[config.mk]
export PLATFORM = sky130hd
export DESIGN_NAME = omega_drift_generator
export DESIGN_NICKNAME = d
export VERILOG_FILES = /design/src/rtl/omega_pkg.sv /design/src/rtl/omega_drift_generator_bounded_walk_step.sv /design/src/rtl/omega_drift_generator.sv
export SDC_FILE = /design/constraint.sdc
export NUM_CORES = 1
export LEC_CHECK = 0
export ABC_CLOCK_PERIOD_IN_PS = 7400
export CAP_MARGIN = 20
export CORE_MARGIN = 3
export CORE_UTILIZATION = 59
export CTS_BUF_LIST = sky130_fd_sc_hd__clkbuf_16
export DETAILED_ROUTE_END_ITERATION = 16
export GPL_TIMING_DRIVEN = 0
export PLACE_DENSITY_LB_ADDON = 0.05
export SETUP_SLACK_MARGIN = 0.2
export SYNTH_ARGS = -nofsm -noshare
export SYNTH_HDL_FRONTEND = slang
export SYNTH_SLANG_ARGS = --single-unit
export TNS_END_PERCENT = 30
[constraint.sdc]
create_clock -name clk -period 7.4 [get_ports clk]
set_input_delay 2.22 -clock clk [delete_from_list [all_inputs] [get_ports clk]]
set_output_delay 2.22 -clock clk [all_outputs]
set_load 0.005 [all_outputs]
[src/rtl/omega_pkg.sv]
// omega_pkg: constants, state encoding and helpers shared by the omega drift
// generator and its walk-step sub-module.
//   - default output width and channel centers (OMEGA_DT units)
//   - 16-bit and 8-bit Galois LFSR taps, fallback/jitter seeds
//   - FSM state enum
//   - step decode (2 random bits -> -1/0/+1) and LFSR advance helpers
package omega_pkg;

  localparam int WIDTH_DEF        = 18;
  localparam int THETA_CENTER_DEF = 157;
  localparam int ALPHA_CENTER_DEF = 254;
  localparam int SR_CENTER_DEF    = 199;

  localparam logic [15:0] LFSR16_TAPS     = 16'hB400;
  localparam logic [15:0] LFSR16_FALLBACK = 16'hACE1;
  localparam logic [7:0]  LFSR8_TAPS      = 8'hB8;
  localparam logic [7:0]  LFSR8_SEED      = 8'h5A;

  typedef enum logic [2:0] {
    ST_IDLE,
    ST_THETA,
    ST_ALPHA,
    ST_SR,
    ST_COMMIT
  } state_e;

  // 00 -> -1, 01/10 -> 0, 11 -> +1
  function automatic logic signed [2:0] step_dir(input logic [1:0] bits);
    case (bits)
      2'b00:   step_dir = -3'sd1;
      2'b11:   step_dir = 3'sd1;
      default: step_dir = 3'sd0;
    endcase
  endfunction

  // Right-shifting Galois LFSR: feedback applied when the bit shifted out is 1.
  function automatic logic [15:0] lfsr16_next(input logic [15:0] s);
    lfsr16_next = s[0] ? ({1'b0, s[15:1]} ^ LFSR16_TAPS) : {1'b0, s[15:1]};
  endfunction

  function automatic logic [7:0] lfsr8_next(input logic [7:0] s);
    lfsr8_next = s[0] ? ({1'b0, s[7:1]} ^ LFSR8_TAPS) : {1'b0, s[7:1]};
  endfunction

endpackage

[src/rtl/omega_drift_generator_bounded_walk_step.sv]
// bounded_walk_step: combinational single step of a bounded random walk.
// Ports:
//   offset_i      signed 8-bit current offset
//   rnd_i         2 random bits selecting -STEP / 0 / +STEP
//   next_offset_o signed 8-bit offset after reflection and saturation
// Parameters STEP_SIZE (step magnitude) and DRIFT_MAX (offset bound).
module bounded_walk_step
  import omega_pkg::*;
#(
  parameter int STEP_SIZE = 1,
  parameter int DRIFT_MAX = 12
) (
  input  logic signed [7:0] offset_i,
  input  logic [1:0]        rnd_i,
  output logic signed [7:0] next_offset_o
);

  localparam logic signed [9:0] STEP = 10'(STEP_SIZE);
  localparam logic signed [9:0] LIM  = 10'(DRIFT_MAX);

  function automatic logic signed [7:0] sat8(input logic signed [9:0] v);
    logic signed [9:0] r;
    r = v;
    if (v > LIM) r = LIM;
    else if (v < -LIM) r = -LIM;
    sat8 = r[7:0];
  endfunction

  logic signed [2:0] dir;
  logic signed [9:0] off_w;
  logic signed [9:0] step_w;
  logic signed [9:0] sum_w;

  always_comb begin
    dir    = step_dir(rnd_i);
    off_w  = {{2{offset_i[7]}}, offset_i};
    step_w = '0;
    if (dir > 3'sd0)      step_w = STEP;
    else if (dir < 3'sd0) step_w = -STEP;
    // Reflect off the walls before saturating, so a channel pinned at a
    // bound tends to move back toward center instead of sticking.
    if (step_w > 10'sd0 && off_w >= LIM)       step_w = -STEP;
    else if (step_w < 10'sd0 && off_w <= -LIM) step_w = STEP;
    sum_w         = off_w + step_w;
    next_offset_o = sat8(sum_w);
  end

endmodule

[src/rtl/omega_drift_generator.sv]
// omega_drift_generator: three bounded random-walk oscillator frequencies
// (theta, alpha, SR1) in OMEGA_DT units, committed together as one triple.
// Ports:
//   clk, rst             clock, synchronous active-high reset
//   clk_en               sample-rate enable; gates the interval counter
//   enable               drift enable; 0 stops new update requests
//   seed_load, seed      load a new LFSR seed (0 maps to 16'hACE1)
//   omega_*_actual       signed outputs = center + offset (+ jitter)
//   drift_valid          one-cycle pulse with each committed triple
//   overrun              sticky: an update request was dropped
// Optional macro OMEGA_JITTER_EN adds +/-1 per-channel jitter driven by an
// 8-bit LFSR that advances on clk_en; outputs re-register every clk_en.
module omega_drift_generator
  import omega_pkg::*;
#(
  parameter int          WIDTH         = WIDTH_DEF,
  parameter int          THETA_CENTER  = THETA_CENTER_DEF,
  parameter int          ALPHA_CENTER  = ALPHA_CENTER_DEF,
  parameter int          SR_CENTER     = SR_CENTER_DEF,
  parameter int          DRIFT_MAX     = 12,
  parameter int          STEP_SIZE     = 1,
  parameter int          UPDATE_PERIOD = 1024,
  parameter logic [15:0] SEED          = 16'hACE1
) (
  input  logic                    clk,
  input  logic                    rst,
  input  logic                    clk_en,
  input  logic                    enable,
  input  logic                    seed_load,
  input  logic [15:0]             seed,
  output logic signed [WIDTH-1:0] omega_theta_actual,
  output logic signed [WIDTH-1:0] omega_alpha_actual,
  output logic signed [WIDTH-1:0] omega_sr_f0_actual,
  output logic                    drift_valid,
  output logic                    overrun
);

  localparam int CNT_W = (UPDATE_PERIOD > 1) ? $clog2(UPDATE_PERIOD) : 1;
  localparam logic [CNT_W-1:0] CNT_LAST = CNT_W'(UPDATE_PERIOD - 1);

  localparam logic signed [WIDTH-1:0] THETA_C = WIDTH'(THETA_CENTER);
  localparam logic signed [WIDTH-1:0] ALPHA_C = WIDTH'(ALPHA_CENTER);
  localparam logic signed [WIDTH-1:0] SR_C    = WIDTH'(SR_CENTER);

  function automatic logic signed [WIDTH-1:0] sext8(input logic signed [7:0] v);
    sext8 = {{(WIDTH-8){v[7]}}, v};
  endfunction

  logic [CNT_W-1:0]  cnt_q;
  logic              pending_q;
  logic              overrun_q;
  logic [15:0]       lfsr_q;
  state_e            state_q;
  logic signed [7:0] off_theta_q, off_alpha_q, off_sr_q;
  logic signed [7:0] sh_theta_q, sh_alpha_q, sh_sr_q;
  logic signed [7:0] cur_off;
  logic signed [7:0] next_off;
  logic              tick, wrap, consume, chan_state, commit;

  assign tick       = clk_en && enable;
  assign wrap       = tick && (cnt_q == CNT_LAST);
  assign consume    = (state_q == ST_IDLE) && pending_q;
  assign chan_state = (state_q == ST_THETA) || (state_q == ST_ALPHA) || (state_q == ST_SR);
  assign commit     = (state_q == ST_COMMIT);
  assign overrun    = overrun_q;

  always_ff @(posedge clk) begin
    if (rst) begin
      cnt_q <= '0;
    end else if (tick) begin
      cnt_q <= wrap ? '0 : cnt_q + 1'b1;
    end
  end

  // A request consumed by IDLE this cycle frees the slot, so a wrap on the
  // same edge is latched rather than counted as an overrun.
  always_ff @(posedge clk) begin
    if (rst) begin
      pending_q <= 1'b0;
      overrun_q <= 1'b0;
    end else if (wrap) begin
      pending_q <= 1'b1;
      if (pending_q && !consume) overrun_q <= 1'b1;
    end else if (consume) begin
      pending_q <= 1'b0;
    end
  end

  always_ff @(posedge clk) begin
    if (rst) begin
      lfsr_q <= SEED;
    end else if (seed_load) begin
      lfsr_q <= (seed == 16'h0000) ? LFSR16_FALLBACK : seed;
    end else if (chan_state) begin
      lfsr_q <= lfsr16_next(lfsr_q);
    end
  end

  // One walk-step instance serves all three channel states in turn.
  always_comb begin
    cur_off = '0;
    case (state_q)
      ST_THETA: cur_off = off_theta_q;
      ST_ALPHA: cur_off = off_alpha_q;
      ST_SR:    cur_off = off_sr_q;
      default:  cur_off = '0;
    endcase
  end

  bounded_walk_step #(
    .STEP_SIZE(STEP_SIZE),
    .DRIFT_MAX(DRIFT_MAX)
  ) u_walk (
    .offset_i     (cur_off),
    .rnd_i        (lfsr_q[1:0]),
    .next_offset_o(next_off)
  );

  always_ff @(posedge clk) begin
    if (rst) begin
      state_q     <= ST_IDLE;
      off_theta_q <= '0;
      off_alpha_q <= '0;
      off_sr_q    <= '0;
      sh_theta_q  <= '0;
      sh_alpha_q  <= '0;
      sh_sr_q     <= '0;
      drift_valid <= 1'b0;
    end else begin
      drift_valid <= 1'b0;
      case (state_q)
        ST_IDLE: if (pending_q) state_q <= ST_THETA;
        ST_THETA: begin
          sh_theta_q <= next_off;
          state_q    <= ST_ALPHA;
        end
        ST_ALPHA: begin
          sh_alpha_q <= next_off;
          state_q    <= ST_SR;
        end
        ST_SR: begin
          sh_sr_q <= next_off;
          state_q <= ST_COMMIT;
        end
        ST_COMMIT: begin
          off_theta_q <= sh_theta_q;
          off_alpha_q <= sh_alpha_q;
          off_sr_q    <= sh_sr_q;
          drift_valid <= 1'b1;
          state_q     <= ST_IDLE;
        end
        default: state_q <= ST_IDLE;
      endcase
    end
  end

`ifdef OMEGA_JITTER_EN
  function automatic logic signed [WIDTH-1:0] sext3(input logic signed [2:0] v);
    sext3 = {{(WIDTH-3){v[2]}}, v};
  endfunction

  logic [7:0]        lfsr8_q, lfsr8_d;
  logic signed [2:0] jit_theta, jit_alpha, jit_sr;
  logic signed [7:0] base_theta, base_alpha, base_sr;

  // Jitter is taken from the LFSR value that will be held after this edge,
  // so the registered outputs always match lfsr8_q and a commit between
  // clk_en ticks does not introduce a fresh jitter value.
  always_comb begin
    lfsr8_d    = clk_en ? lfsr8_next(lfsr8_q) : lfsr8_q;
    jit_theta  = step_dir(lfsr8_d[1:0]);
    jit_alpha  = step_dir(lfsr8_d[3:2]);
    jit_sr     = step_dir(lfsr8_d[5:4]);
    base_theta = commit ? sh_theta_q : off_theta_q;
    base_alpha = commit ? sh_alpha_q : off_alpha_q;
    base_sr    = commit ? sh_sr_q    : off_sr_q;
  end

  always_ff @(posedge clk) begin
    if (rst) lfsr8_q <= LFSR8_SEED;
    else     lfsr8_q <= lfsr8_d;
  end

  always_ff @(posedge clk) begin
    if (rst) begin
      omega_theta_actual <= THETA_C;
      omega_alpha_actual <= ALPHA_C;
      omega_sr_f0_actual <= SR_C;
    end else if (commit || clk_en) begin
      omega_theta_actual <= THETA_C + sext8(base_theta) + sext3(jit_theta);
      omega_alpha_actual <= ALPHA_C + sext8(base_alpha) + sext3(jit_alpha);
      omega_sr_f0_actual <= SR_C    + sext8(base_sr)    + sext3(jit_sr);
    end
  end
`else
  always_ff @(posedge clk) begin
    if (rst) begin
      omega_theta_actual <= THETA_C;
      omega_alpha_actual <= ALPHA_C;
      omega_sr_f0_actual <= SR_C;
    end else if (commit) begin
      omega_theta_actual <= THETA_C + sext8(sh_theta_q);
      omega_alpha_actual <= ALPHA_C + sext8(sh_alpha_q);
      omega_sr_f0_actual <= SR_C    + sext8(sh_sr_q);
    end
  end
`endif

endmodule

==> reports/metrics.yaml, run 1 <==
run:
  drv_cap: 0
clock_network:
  clock-sinks: 106
  htree_levels: 3
  clk_latency_ps: 340
  clkTransAtPathRegs_ps: 70
  clockBufferDepth: 2
  cts_setup_buffers: 0
  cts_buffers: 9
  ctsRootBufferMaster: "clkbuf_16"
  cts_tree: "done"
  ctsHoldBuffers: 0
  ctsResizeCount: 0
die:
  core-area_um2: 8760
  die_x_um: 101
  floorplan.initialDensity_pct: 61.0
  dieArea_um2: 10200
  io-pin-count: 77
  placementRows: 34
  die_h_um: 101
logic_synthesis:
  netlist_area_um2: 5350
  syn_area_per_cell_um2: 8.36
  yosysUniqueCellTypes: 64
  async_reset_ff_share_pct: 0
  synth_top_flop_cell: "dfxtp_1"
  ys_seq_area_share_pct: 39.7
  ys_ff_latch: 106
  yosysWarnings: 0
  synthCells: 639
  synth_edf_count: 0
detailed_routing:
  wl_per_cell_um: 15.5
  wirelength_mm: 13.0
  route.detailed.drc: 0
  routed_via_density: 5.69
  drtPass1Iterations: 6
  ant_nets: 0
  vias: 4747
  drt-initial-drc-count: 269
timing:
  setup_tns_ps: 0
  relSlewSlack_pct: 31.0
  post-route-period-util_pct: 68.6
  finalMaxSlewViolations: 0
  final_hold_viol_count: 0
  max_freq_mhz: 197
  fin_crit_ps: 5080
  worst_pin_slew_ps: 1030
  rsz0062_at_grt: "false"
  finalClockSkew_ps: 15.2
  finalSetupViolCount: 0
grt:
  grt_pass1_vias: 4465
  grt_antenna_before_repair: 0
  gr-usage-all-layers_pct: 25.7
  grt_max_degree: 19
  grt-ovfl-total: 0
  grt_first_pass_wirelength_mm: 21.2
critical_path:
  path_max_fanout: 10
  worstPathRequired_ps: 7620
  start_kind: "register"
  timing.rr.start: "state_q[1]"
  worst_r2r_endpoint: "sh_alpha_q[0]"
  cp-end-kind: "register"
  path_class: "register to register"
  cp.arrival_ps: 5300
  rr_worst_depth: 16
  reg2reg_slack_ps: 2320
hold_path:
  holdPathEnd: "off_sr_q[4]"
  hold_path_depth: 2
  hp-start: "off_sr_q[4]"
  hold_path_class: "register to register"
layout:
  n_antenna_cell: 0
  design_area_um2: 6320
  fin_nets: 758
  fillCellCount: 678
  synthToLayoutAreaGrowth_pct: 18.3
  drive_gt1_share_pct: 9.63
power_and_ir_drop:
  vdd_drop_max_mv: 0.0987
  powerDensity_nw_per_um2: 175
  leakage_uw: 0.00248
outcome:
  status: "complete, no violations"
place:
  dp_hpwl_mm: 9.97
  globalplace.congestion: 0.931
  place_area_um2: 6050
  io_buffers: 47
-- cell type report --
| class | count | area [um^2] | share of cell area, % |
|---|---|---|---|
| plain buffers | 65 | 379 | 6.00 |
| clock buffers | 9 | 225 | 3.56 |
| clock inverters | 6 | 48.8 | 0.772 |
| inverters | 18 | 67.6 | 1.07 |
| multi-input cells | 476 | 2870 | 45.5 |
| flip-flops and latches | 106 | 2120 | 33.6 |
| well taps | 108 | 135 | 2.14 |
| repair buffers | 47 | 470 | 7.44 |
-- cell usage in the layout (no fill, tap or decap), drive strengths merged, types with 9 or more instances in the layout --
cell / n
nand2: 107
dfxtp: 106
a21oi: 61
nor2: 55
clkdlybuf4s50: 47
clkbuf: 39
buf: 35
conb: 27
inv: 21
xnor2: 18
mux2i: 16
o211ai: 16
xor2: 15
ha: 13
o21ai: 13
o21a: 12
a211oi: 12
o22ai: 9
-- synth_stat cells, types with 4 or more instances --
cell	number	share of area, %
nand2_1	107	7.5
dfxtp_1	106	40
a21oi_1	60	5.6
nor2_1	55	3.9
clkbuf_1	29	2.0
buf_4	28	3.9
inv_1	18	1.3
xnor2_1	18	2.9
mux2i_1	16	3.0
o211ai_1	16	2.2
xor2_1	15	2.5
ha_1	13	3.0
o21a_1	12	1.7
o21ai_0	12	1.1
o22ai_1	9	1.1
nor3_1	8	0.75
a31oi_1	7	0.82
nand2b_1	7	0.82
nor4_1	7	0.82
a211oi_1	6	0.84
and3_1	6	0.70
o32ai_1	6	0.98
a211oi_2	5	1.2
mux2_2	5	1.1
nand3_1	5	0.47
nand4_1	4	0.47
-- state kept, by name, indices dropped and copies added (netlist names) --
name	count
drift_valid	1
pending_q	1
state_q	3
sh_theta_q	8
off_alpha_q	8
sh_sr_q	8
omega_sr_f0_actual	9
lfsr_q	16
off_sr_q	8
omega_alpha_actual	8
omega_theta_actual	9
sh_alpha_q	8
off_theta_q	8
overrun	1
cnt_q	10
-- how the worst max path moves through the flow --
stage | start | endpoint | slack [ps]
2_1_floorplan | state_q[1] | sh_alpha_q[0] | 3250
3_3_place_gp | state_q[1] | sh_alpha_q[0] | 2500
3_5_place_dp | state_q[1] | sh_alpha_q[0] | 2390
4_1_cts | state_q[1] | sh_alpha_q[0] | 2340
5_1_grt | state_q[1] | sh_alpha_q[0] | 1950
6_report | state_q[1] | sh_alpha_q[0] | 2320
-- logic make-up (layout without fill, tap and decap cells) --
group | after synthesis | count (layout) | share of synthesized area [%]
adder cells (fa/ha/maj) | 14 | 14 | 3.42
XOR/XNOR | 33 | 33 | 5.41
AO/OA/AOI/OAI | 162 | 162 | 20.7
other | 1 | 27 | 0.0702
multiplexers | 24 | 24 | 4.75
AND/OR/NAND/NOR | 216 | 216 | 17.6
buffers and inverters | 83 | 145 | 8.36
flip-flops | 106 | 106 | 39.7
-- critical path, stage by stage (launching register included) --
cell,delay [ps]
dfxtp_1,490
buf_6,200
mux2_1,340
a22oi_1,190
a21boi_1,120
o211ai_1,390
nand2_1,340
ha_1,370
clkbuf_1,190
a211oi_1,250
a21boi_0,230
a2111oi_0,600
nand3_1,130
and3_1,180
a211o_1,290
mux2_4,310
o32ai_1,320
-- power breakdown --
group | switching, uW | leakage, uW | internal, uW | total [uW]
logic | 49.7 | 0.00149 | 37.9 | 87.6
clock network | 211 | 0.000132 | 231 | 442
registers | 3.40 | 0.000858 | 576 | 579
-- metrics by stage --
step	instances	utilization [%]	total power [uW]	hold slack, ps	worst slack [ps]
2_1_floorplan	665	-	650	432	3250
3_3_place_gp	820	69.0	676	438	2500
3_5_place_dp	820	69.0	678	452	2390
4_1_cts	835	72.1	1110	461	2340
5_1_grt	835	72.1	1140	480	1950
6_report	835	72.1	1110	464	2320
-- per-layer routing --
metal / vias to the layer above / share of wire [%] / track usage [%]
met4: 0 / 2.1 / 9.30
met5: - / 0 / 0
met3: 26 / 4.9 / 4.48
li1: 2339 / - / -
met1: 2231 / 44 / 33.0
met2: 151 / 49 / 43.6
No activity file was read; power rests on OpenSTA's default activity.
==> run 2: changes to the inputs <==
--- a/config.mk
+++ b/config.mk
@@ -5,10 +5,10 @@
 export SDC_FILE = /design/constraint.sdc
 export NUM_CORES = 1
 export LEC_CHECK = 0
-export ABC_CLOCK_PERIOD_IN_PS = 7400
+export ABC_CLOCK_PERIOD_IN_PS = 5300
 export CAP_MARGIN = 20
 export CORE_MARGIN = 3
-export CORE_UTILIZATION = 59
+export CORE_UTILIZATION = 55
 export CTS_BUF_LIST = sky130_fd_sc_hd__clkbuf_16
 export DETAILED_ROUTE_END_ITERATION = 16
 export GPL_TIMING_DRIVEN = 0
==> constraint.sdc (replaced) <==
create_clock -name clk -period 5.3 [get_ports clk]
set_input_delay 1.59 -clock clk [delete_from_list [all_inputs] [get_ports clk]]
set_output_delay 1.59 -clock clk [all_outputs]
set_load 0.005 [all_outputs]
==> run 2 against run 1 <==
  * Worst hold slack lost 3.6 ps
  * Routed wire length grew 2.8%
  * Total power grew 46%
  * First-iteration DRC count shrank 10%
  * Clock skew shrank 7.8 ps
  * Sequential share of layout area shrank 0.39 points
  * Critical path depth grew 1
  * Combinational power grew 42%
  * Register-to-register slack lost 1700 ps
  * Highest routed layer unchanged
==> reports/metrics.yaml, run 2 (synthesis gave the netlist of run 1 again) <==
clock_network:
  cts_tree: "done"
  clkTransAtPathRegs_ps: 70  # about the same
  cts_buffers: 9  # unchanged
  ctsRootBufferMaster: "clkbuf_16"
  htree_levels: 3  # unchanged
  clockBufferDepth: 2  # unchanged
  clock-sinks: 106  # unchanged
  clk_latency_ps: 350  # about the same
timing:
  post-route-period-util_pct: 88.4  # +20 points
  finalMaxSlewViolations: 0  # unchanged
  fin_crit_ps: 4680  # -393 ps
  finalClockSkew_ps: 7.39  # -7.77 ps
  finalSetupViolCount: 0  # unchanged
  rsz0062_at_grt: "false"
  max_freq_mhz: 214  # +8.4%
  final_hold_viol_count: 0  # unchanged
  worst_pin_slew_ps: 739  # -288 ps
  worst_slack_ps: 616  # -1710 ps
  hold-worst-slack_ps: 460  # -3.55 ps
  setup_tns_ps: 0  # unchanged
  relSlewSlack_pct: 50.3  # +19 points
die:
  core-area_um2: 9330  # +6.4%
  dieArea_um2: 10900  # +6.8%
  io-pin-count: 77  # unchanged
  die_h_um: 105  # +3.4%
  placementRows: 35  # +2.9%
  die_x_um: 105  # +3.4%
  floorplan.initialDensity_pct: 57.3  # -3.7 points
layout:
  n_antenna_cell: 0  # unchanged
  drive_gt1_share_pct: 10.3  # +0.65 points
  postLayoutCoreUtil_pct: 68.6  # -3.6 points
  design_area_um2: 6400  # +1.2%
  reg_top3: "lfsr_q x16, cnt_q x10"
  fin_nets: 760  # +0.26%
  final_cell_mix: "106 x nand2_1, 106 x dfxtp_1, 60 x a21oi_1"
  regMostFlops: "lfsr_q"
  synthToLayoutAreaGrowth_pct: 19.7
  largest_reg_flops: 16  # unchanged
critical_path:
  rr_worst_depth: 17  # +1
  timing.rr.start: "state_q[0]"
  path_class: "register to register"
  worstPathRequired_ps: 5550  # -2070 ps
  cp-end-kind: "register"
  path_max_fanout: 10  # unchanged
  start_kind: "register"
  cp.arrival_ps: 4940  # -360 ps
  worst_r2r_endpoint: "sh_sr_q[0]"
  reg2reg_slack_ps: 620  # -1710 ps
detailed_routing:
  drtPass1Iterations: 7  # +1
  routed_via_density: 5.54  # -2.5%
  wirelength_mm: 13.3  # +2.8%
  wl_per_cell_um: 15.5  # about the same
  drt-initial-drc-count: 242  # -10%
  ant_nets: 0  # unchanged
  vias: 4760  # +0.27%
  route.detailed.drc: 0  # unchanged
place:
  io_buffers: 47  # unchanged
  pre_cts_slack_ps: 265  # -2120 ps
  globalplace.congestion: 0.928  # -0.32%
  dp_hpwl_mm: 10.1  # +1.4%
  place_area_um2: 6070  # +0.43%
grt:
  grt_first_pass_wirelength_mm: 22.0  # +3.9%
  grt_max_degree: 19  # unchanged
  gr-usage-all-layers_pct: 24.5  # -1.3 points
  grt-ovfl-total: 0  # unchanged
  grt_pass1_vias: 4535  # +1.6%
  grt_antenna_before_repair: 0  # unchanged
hold_path:
  holdPathEnd: "off_theta_q[1]"
  hp-start: "off_theta_q[1]"
  hold_path_depth: 2  # unchanged
  hold_path_class: "register to register"
power_and_ir_drop:
  powerDensity_nw_per_um2: 252  # +44%
  leakage_uw: 0.00250  # +0.74%
  vdd_drop_max_mv: 0.175  # +78%
outcome:
  status: "complete, no violations"
run:
  drv_cap: 0  # unchanged
## run 2: cell types whose count changed in the layout (fill, tap and decap cells not counted)
cell,previous run,this run
clkinv_1,1,0
buf_4,28,29
nand2_2,0,1
bufinv_16,0,1
a2111oi_0,1,0
a2111oi_2,1,2
nand2_1,107,106
inv_1,18,19
inv_6,2,1
clkinvlp_4,1,3
clkinv_4,1,0
clkbuf_2,1,2
## run 2: what timing repair did
item / in CTS / in global routing
hold buffers: 0 / 0
setup buffers: 0 / 1
endpoints found under the setup margin: 0 / 12
resized for setup: 0 / 3
## run 2: how the worst max path moves through the flow
stage / from / cells after the start / to / slack (ps)
6_report: state_q[0] / 17 / sh_sr_q[0] / 620
5_1_grt: state_q[0] / 17 / sh_sr_q[0] / 290
4_1_cts: state_q[1] / 16 / sh_alpha_q[0] / 220
3_5_place_dp: state_q[1] / 16 / sh_sr_q[0] / 270
3_3_place_gp: state_q[1] / 16 / sh_alpha_q[0] / 460
2_1_floorplan: state_q[1] / 16 / sh_alpha_q[0] / 1150
## run 2: power by group
group | switching [uW] | leakage, uW | internal [uW]
combinational | 70.7 | 0.00150 | 53.6
sequential | 4.70 | 0.000858 | 804
clock | 311 | 0.000141 | 370
## run 2: through the flow
step / power [uW] / std cells
3_3_place_gp: 945 / 841
5_1_grt: 1660 / 859
3_5_place_dp: 947 / 841
4_1_cts: 1610 / 857
6_report: 1610 / 859
2_1_floorplan: 908 / 665
## run 2: per-layer routing
metal  global-route usage, %  up-vias  wire [um]
met2                    42.3      165       6530
li1                        -     2351          -
met1                    31.0     2220       5800
met3                    5.00       24        721
met5                       0        -          0
met4                    6.84        0        269
## run 2: cell type report
cell class,instances,area (um^2)
inverter,18,67.6
buffer,65,379
tap,129,161
clock buffer,9,225
fill,822,2930
clock inverter,7,76.3
sequential,106,2120
multi-input combinational,476,2880
timing repair buffer,49,483
## run 2: worst max-delay path, stage by stage, from the launching register on
cell       delay (ps)
dfxtp_1           330
buf_6             130
buf_8             140
mux2i_1           270
a211oi_2          150
a2111oi_2         480
nand2b_1          240
nand2_2           170
ha_1              300
clkbuf_1          180
a211oi_1          300
a21boi_0          300
a2111oi_2         410
nand3_1           110
and3_1            170
a211o_1           300
mux2_4            310
o32ai_1           260
